**src/rtl/i2c_slave_rx.sv**
```systemverilog
// Write-only I2C target receiver: oversamples SCL/SDA, detects START/STOP,
// matches a 7-bit address, ACKs open-drain style and strobes out each data byte.
module i2c_slave_rx #(
  parameter logic [6:0] SLAVE_ADDR  = 7'h50,
  parameter bit         RW_IGNORE   = 1'b1,
  parameter int         SYNC_STAGES = 2
) (
  input  logic       clk,
  input  logic       reset,
  input  logic       i2c_scl,
  input  logic       i2c_sda,
  output logic       i2c_sda_oe,
  output logic [7:0] rx_data,
  output logic       rx_valid,
  output logic       rx_rw,
  output logic       addr_match,
  output logic       busy,
  output logic       stop_seen,
  output logic [2:0] state_dbg
);

  typedef enum logic [2:0] {
    S_IDLE   = 3'd0,
    S_ADDR   = 3'd1,
    S_ACK_A  = 3'd2,
    S_DATA   = 3'd3,
    S_ACK_D  = 3'd4,
    S_IGNORE = 3'd5
  } state_t;

  state_t state, state_n;

  logic [SYNC_STAGES-1:0] scl_sync, sda_sync;
  logic scl_s, sda_s, scl_q, sda_q;
  logic scl_rise, scl_fall, start_det, stop_det;

  logic [2:0] bit_cnt, bit_cnt_n;
  logic [7:0] shift, shift_n;
  logic       byte_done, byte_done_n;
  logic       oe_n, rx_valid_n, rx_rw_n, match_n, busy_n, stop_n;
  logic [7:0] rx_data_n;

  // Synchronisers preset to 1 so reset looks like an idle bus.
  always_ff @(posedge clk or posedge reset) begin
    if (reset) begin
      scl_sync <= '1;
      sda_sync <= '1;
      scl_q    <= 1'b1;
      sda_q    <= 1'b1;
    end else begin
      scl_sync <= {scl_sync[SYNC_STAGES-2:0], i2c_scl};
      sda_sync <= {sda_sync[SYNC_STAGES-2:0], i2c_sda};
      scl_q    <= scl_s;
      sda_q    <= sda_s;
    end
  end

  assign scl_s     = scl_sync[SYNC_STAGES-1];
  assign sda_s     = sda_sync[SYNC_STAGES-1];
  assign scl_rise  = scl_s & ~scl_q;
  assign scl_fall  = ~scl_s & scl_q;
  assign start_det = scl_s & scl_q & sda_q & ~sda_s;
  assign stop_det  = scl_s & scl_q & ~sda_q & sda_s;
  assign state_dbg = state;

  always_ff @(posedge clk or posedge reset) begin
    if (reset) begin
      state      <= S_IDLE;
      bit_cnt    <= 3'd7;
      shift      <= 8'h00;
      byte_done  <= 1'b0;
      i2c_sda_oe <= 1'b0;
      rx_data    <= 8'h00;
      rx_valid   <= 1'b0;
      rx_rw      <= 1'b0;
      addr_match <= 1'b0;
      busy       <= 1'b0;
      stop_seen  <= 1'b0;
    end else begin
      state      <= state_n;
      bit_cnt    <= bit_cnt_n;
      shift      <= shift_n;
      byte_done  <= byte_done_n;
      i2c_sda_oe <= oe_n;
      rx_data    <= rx_data_n;
      rx_valid   <= rx_valid_n;
      rx_rw      <= rx_rw_n;
      addr_match <= match_n;
      busy       <= busy_n;
      stop_seen  <= stop_n;
    end
  end

  always_comb begin
    state_n     = state;
    bit_cnt_n   = bit_cnt;
    shift_n     = shift;
    byte_done_n = byte_done;
    oe_n        = i2c_sda_oe;
    rx_data_n   = rx_data;
    rx_valid_n  = 1'b0;
    rx_rw_n     = rx_rw;
    match_n     = addr_match;
    busy_n      = busy;
    stop_n      = 1'b0;
    if (stop_det) begin
      state_n     = S_IDLE;
      oe_n        = 1'b0;
      busy_n      = 1'b0;
      match_n     = 1'b0;
      stop_n      = 1'b1;
      byte_done_n = 1'b0;
    end else if (start_det) begin
      state_n     = S_ADDR;
      bit_cnt_n   = 3'd7;
      shift_n     = 8'h00;
      oe_n        = 1'b0;
      match_n     = 1'b0;
      busy_n      = 1'b1;
      byte_done_n = 1'b0;
    end else begin
      case (state)
        S_ADDR, S_DATA: begin
          // byte_done holds off further shifting until the ACK slot begins
          if (scl_rise && !byte_done) begin
            shift_n = {shift[6:0], sda_s};
            if (bit_cnt == 3'd0) begin
              byte_done_n = 1'b1;
              if (state == S_DATA) begin
                rx_data_n  = {shift[6:0], sda_s};
                rx_valid_n = 1'b1;
              end
            end else begin
              bit_cnt_n = bit_cnt - 3'd1;
            end
          end else if (scl_fall && byte_done) begin
            byte_done_n = 1'b0;
            if (state == S_ADDR) begin
              rx_rw_n = shift[0];
              if (shift[7:1] == SLAVE_ADDR && (RW_IGNORE || !shift[0])) begin
                oe_n    = 1'b1;
                state_n = S_ACK_A;
              end else begin
                state_n = S_IGNORE;
              end
            end else begin
              oe_n    = 1'b1;
              state_n = S_ACK_D;
            end
          end
        end
        S_ACK_A: begin
          if (scl_fall) begin
            oe_n      = 1'b0;
            match_n   = 1'b1;
            bit_cnt_n = 3'd7;
            state_n   = S_DATA;
          end
        end
        S_ACK_D: begin
          if (scl_fall) begin
            oe_n      = 1'b0;
            bit_cnt_n = 3'd7;
            state_n   = S_DATA;
          end
        end
        default: ;
      endcase
    end
  end

endmodule
```
**config.mk**
```make
export PLATFORM = sky130hd
export DESIGN_NAME = i2c_slave_rx
export DESIGN_NICKNAME = d
export VERILOG_FILES = /design/src/rtl/i2c_slave_rx.sv
export SDC_FILE = /design/constraint.sdc
export NUM_CORES = 1
export LEC_CHECK = 0
export ABC_AREA = 1
export ABC_CLOCK_PERIOD_IN_PS = 1880
export CORE_ASPECT_RATIO = 0.5
export CORE_MARGIN = 10
export CORE_UTILIZATION = 53
export DETAILED_ROUTE_END_ITERATION = 8
export HOLD_SLACK_MARGIN = 0.03
export PLACE_DENSITY = 0.77
export SYNTH_ARGS = -nofsm -noshare
export SYNTH_HDL_FRONTEND = slang
export SYNTH_SLANG_ARGS = --single-unit
```
**constraint.sdc**
```tcl
create_clock -name clk -period 1.88 [get_ports clk]
set_input_delay 0.282 -clock clk [delete_from_list [all_inputs] [get_ports clk]]
set_output_delay 0.282 -clock clk [all_outputs]
set_load 0.02 [all_outputs]
```
==> results of run 1 <==
==> state kept, by name, summed over array words and instances, names as in the netlist, 2 cells and up <==
signal / cells
shift: 8
rx_data: 8
sda_sync: 2
scl_sync: 2
bit_cnt: 3
state_dbg: 3
==> final timing paths <==
check                      cells past startpoint  slack, ns         start            to
max                                            1       0.14  state_dbg[1]  state_dbg[1]
min                                            0       0.36   sda_sync[0]   sda_sync[1]
max reg2reg                                    7       0.44   scl_sync[1]    bit_cnt[0]
min reg2reg                                    0       0.36   sda_sync[0]   sda_sync[1]
max in group asynchronous                      3       1.15         reset    bit_cnt[2]
min in group asynchronous                      3       0.37         reset    rx_data[5]
==> power groups by stage <==
stage	registers (W)	logic, W	clock network [W]
finish	0.000946	0.000529	0.000542
global route	0.000963	0.000598	0.000585
CTS	0.000947	0.000531	0.000549
detailed placement	0.000955	0.000530	0
global placement	0.000955	0.000512	0
floorplan	0.000971	0.000371	0
==> cell families (layout without fill, tap and decap cells) <==
kind of cell	after synthesis	in the layout	share of synthesized area, %
DFF	35	35	57.36
and+or+nand+nor	73	73	22.33
xor gates and xnor gates	1	1	0.5664
AOI/OAI and AO/OA	25	25	10.84
adders and majority gates	2	2	1.618
buffers and inverters	27	55	7.282
==> routing by layer <==
| metal | part of all wire [%] | vias to the layer above | GRT usage (%) |
|---|---|---|---|
| met2 | 45 | 24 | 17.83 |
| met3 | 7.9 | 5 | 5.777 |
| li1 | - | 576 | - |
| met1 | 46 | 555 | 14.09 |
| met5 | 0 | - | 0 |
| met4 | 1.3 | 0 | 4.938 |
==> synth_stat cells <==
cell type,count,share of area (%)
nand3_4,2,2.3
o21ai_1,1,0.32
nor2_1,8,1.9
clkinv_2,1,0.32
a21oi_1,3,0.97
a21boi_1,1,0.49
dfrtp_1,26,42
o21ai_0,4,1.3
nand2_2,3,1.2
inv_4,1,0.40
ha_1,2,1.6
inv_2,2,0.49
buf_6,1,0.73
xnor2_1,1,0.57
dfstp_2,9,15
nand4_1,1,0.40
o21ai_2,8,4.5
a31oi_1,2,0.81
nand3_1,15,4.9
o22ai_1,6,2.4
nor2_2,1,0.40
nand3_2,2,1.3
nand2_1,41,10
inv_1,22,5.3
==> cell type report <==
class	count	share of cell area [%]
clock buffer	6	3.872
clock inverter	2	0.6676
inverter	26	5.407
multi-input combinational	101	29.17
sequential	35	47.33
tap	37	2.470
timing repair buffer	21	11.08
==> through the flow <==
step	worst slack [ns]	utilization [%]
6_report	0.1364	69.84
4_1_cts	0.1317	69.84
2_1_floorplan	0.4882	-
3_5_place_dp	0.4418	66.67
3_3_place_gp	0.4490	66.67
5_1_grt	0.1020	69.84
==> results.py, run 1 <==
metrics = {
    "yosys": {
        "synth.distinct_cells": 24,
        "synth_seq_cells": 35,
        "synth_area_per_cell_um2": 9.488,
        "synth_sequential_area_ratio_pct": 57.36,
        "synthesis.area_um2": 1546,
        "synthesis.instances": 163,
        "postSynthNetCount": 169,
        "yosysWarnings": 0,
    },
    "clocking": {
        "ctsHtreeMaxLevel": 2,
        "cts_hold_repair.buffers": 0,
        "clkLatencyLatePin_ns": 0.29,
        "tritoncts.num_buffers": 5,
        "clock_tree_from_tritoncts": "done",
        "post-cts-setup-buffer-count": 0,
        "clock_tree.buffer_depth": 2,
        "cts.clk_slew.worst_paths_ns": 0.08,
        "cts.sink_count": 35,
        "cts_root_buffer": "clkbuf_8",
        "post_cts_resized": 0,
    },
    "grt": {
        "grt_util_all_layers_pct": 11.82,
        "grt_max_degree": 36,
        "grt-ovfl-total": 0,
        "grt_pass1_vias": 1136,
        "first_pass_grt_wire_length_um": 5092,
        "antenna_found_initial": 0,
    },
    "floorplanning": {
        "die_area_um2": 5609,
        "die_width_um": 96.39,
        "fp.coreArea_um2": 2684,
        "num_rows": 13,
        "floorplan.initialDensity_pct": 57.62,
        "io_pins": 21,
        "die_span_in_y_um": 58.20,
    },
    "power": {
        "share_of_total_power_in_sequential_cells_pct": 46.9,
        "report.power.total_w": 0.002017,
        "cellLeakagePower_nw": 0.9066,
        "cell_internal_pwr_w": 0.001336,
        "switching_share_pct": 33.78,
        "clkPwrFrac_pct": 26.9,
        "power_frac_comb_pct": 26.2,
        "power-per-cell-area_nw_per_um2": 1076,
        "switching_power_w": 0.0006812,
        "vdd.ir_drop.worst_mv": 0.6831,
    },
    "drt": {
        "drt-initial-drc-count": 53,
        "route.antenna.remaining_nets": 0,
        "drt-pass1-iter-count": 4,
        "vias_per_cell": 5.088,
        "detail_route.wirelength_um": 3041,
        "post-route-drc-count": 0,
        "avgRoutedWirePerCell_um": 13.34,
        "vias": 1160,
    },
    "finish": {
        "fin_cells": 228,
        "nets_finish": 196,
        "multiInputGateArea_um2": 546.8,
        "syn2layout_area_growth_pct": 21.20,
        "antenna_cells": 0,
        "layout.cell_area.non_filler_um2": 1874,
        "regArea_um2": 887.1,
        "layout.cells.most_common": "nand2_1",
        "filler_cell_count": 215,
        "final_layout_size_suffix_gt1_share_pct": 19.37,
        "layout.cells.most_common_list": "nand2_1, dfrtp_1, inv_1",
    },
    "sta": {
        "totalNegativeSetupSlack_ns": 0,
        "worst_slew_pin_slew_ns": 0.4272,
        "timing_hold_violations_final": 0,
        "setup-violations-final": 0,
        "fmax_mhz": 573.5,
        "period_needed_ns": 1.744,
        "timing.final.crit_share_pct": 92.74,
        "post_route_skew_ns": 0.01050,
        "grt_setup_unrepaired": "no",
        "final_max_slew_viols": 0,
        "hold_slack_ns": 0.3603,
        "worst_slew_margin_rel_pct": 71.52,
    },
    "place": {
        "detailed_place.area_um2": 1789,
        "numPlacedInstances": 220,
        "gp_congestion": 0.8642,
        "io_buffers": 20,
        "placed_wire_length_estimate_um": 2195,
    },
    "setup_path": {
        "element_type_at_the_critical_path_start": "register",
        "slowest_stage": "clkdlybuf4s50_1",
        "crit_path_max_incr_delay_ns": 0.67,
        "critical_path_buf_inv_count": 1,
        "worst_setup_path_end_kind": "output pin",
        "criticalPathCategory": "register to output pin",
        "path_cells": "clkdlybuf4s50_1",
        "crit_path_max_delay_family": "buffers and inverters",
        "cp.required_ns": 1.60,
        "critical_path_peak_fanout": 6,
        "worst-endpoint-arrival_ns": 1.46,
    },
    "run": {
        "cap_violations": 0,
    },
    "worst_hold_path": {
        "hp-class": "register to register",
    },
    "outcome": {
        "run_status": "complete, no violations",
    },
}
Note: power is estimated with default switching activity, not from simulation.
==> run 2: changes to the inputs <==
--- a/config.mk
+++ b/config.mk
@@ -7,6 +7,7 @@
 export LEC_CHECK = 0
 export ABC_AREA = 1
 export ABC_CLOCK_PERIOD_IN_PS = 1880
+export CAP_MARGIN = 40
 export CORE_ASPECT_RATIO = 0.5
 export CORE_MARGIN = 10
 export CORE_UTILIZATION = 53
==> results of run 2 <==
No change in the layout: final DEF, timing and power equal those of run 1.
==> run 3: changes to the inputs <==
--- a/config.mk
+++ b/config.mk
@@ -6,7 +6,6 @@
 export NUM_CORES = 1
 export LEC_CHECK = 0
 export ABC_AREA = 1
-export ABC_CLOCK_PERIOD_IN_PS = 1880
 export CAP_MARGIN = 40
 export CORE_ASPECT_RATIO = 0.5
 export CORE_MARGIN = 10
==> results of run 3 <==
No change in the layout: final DEF, timing and power equal those of run 1.
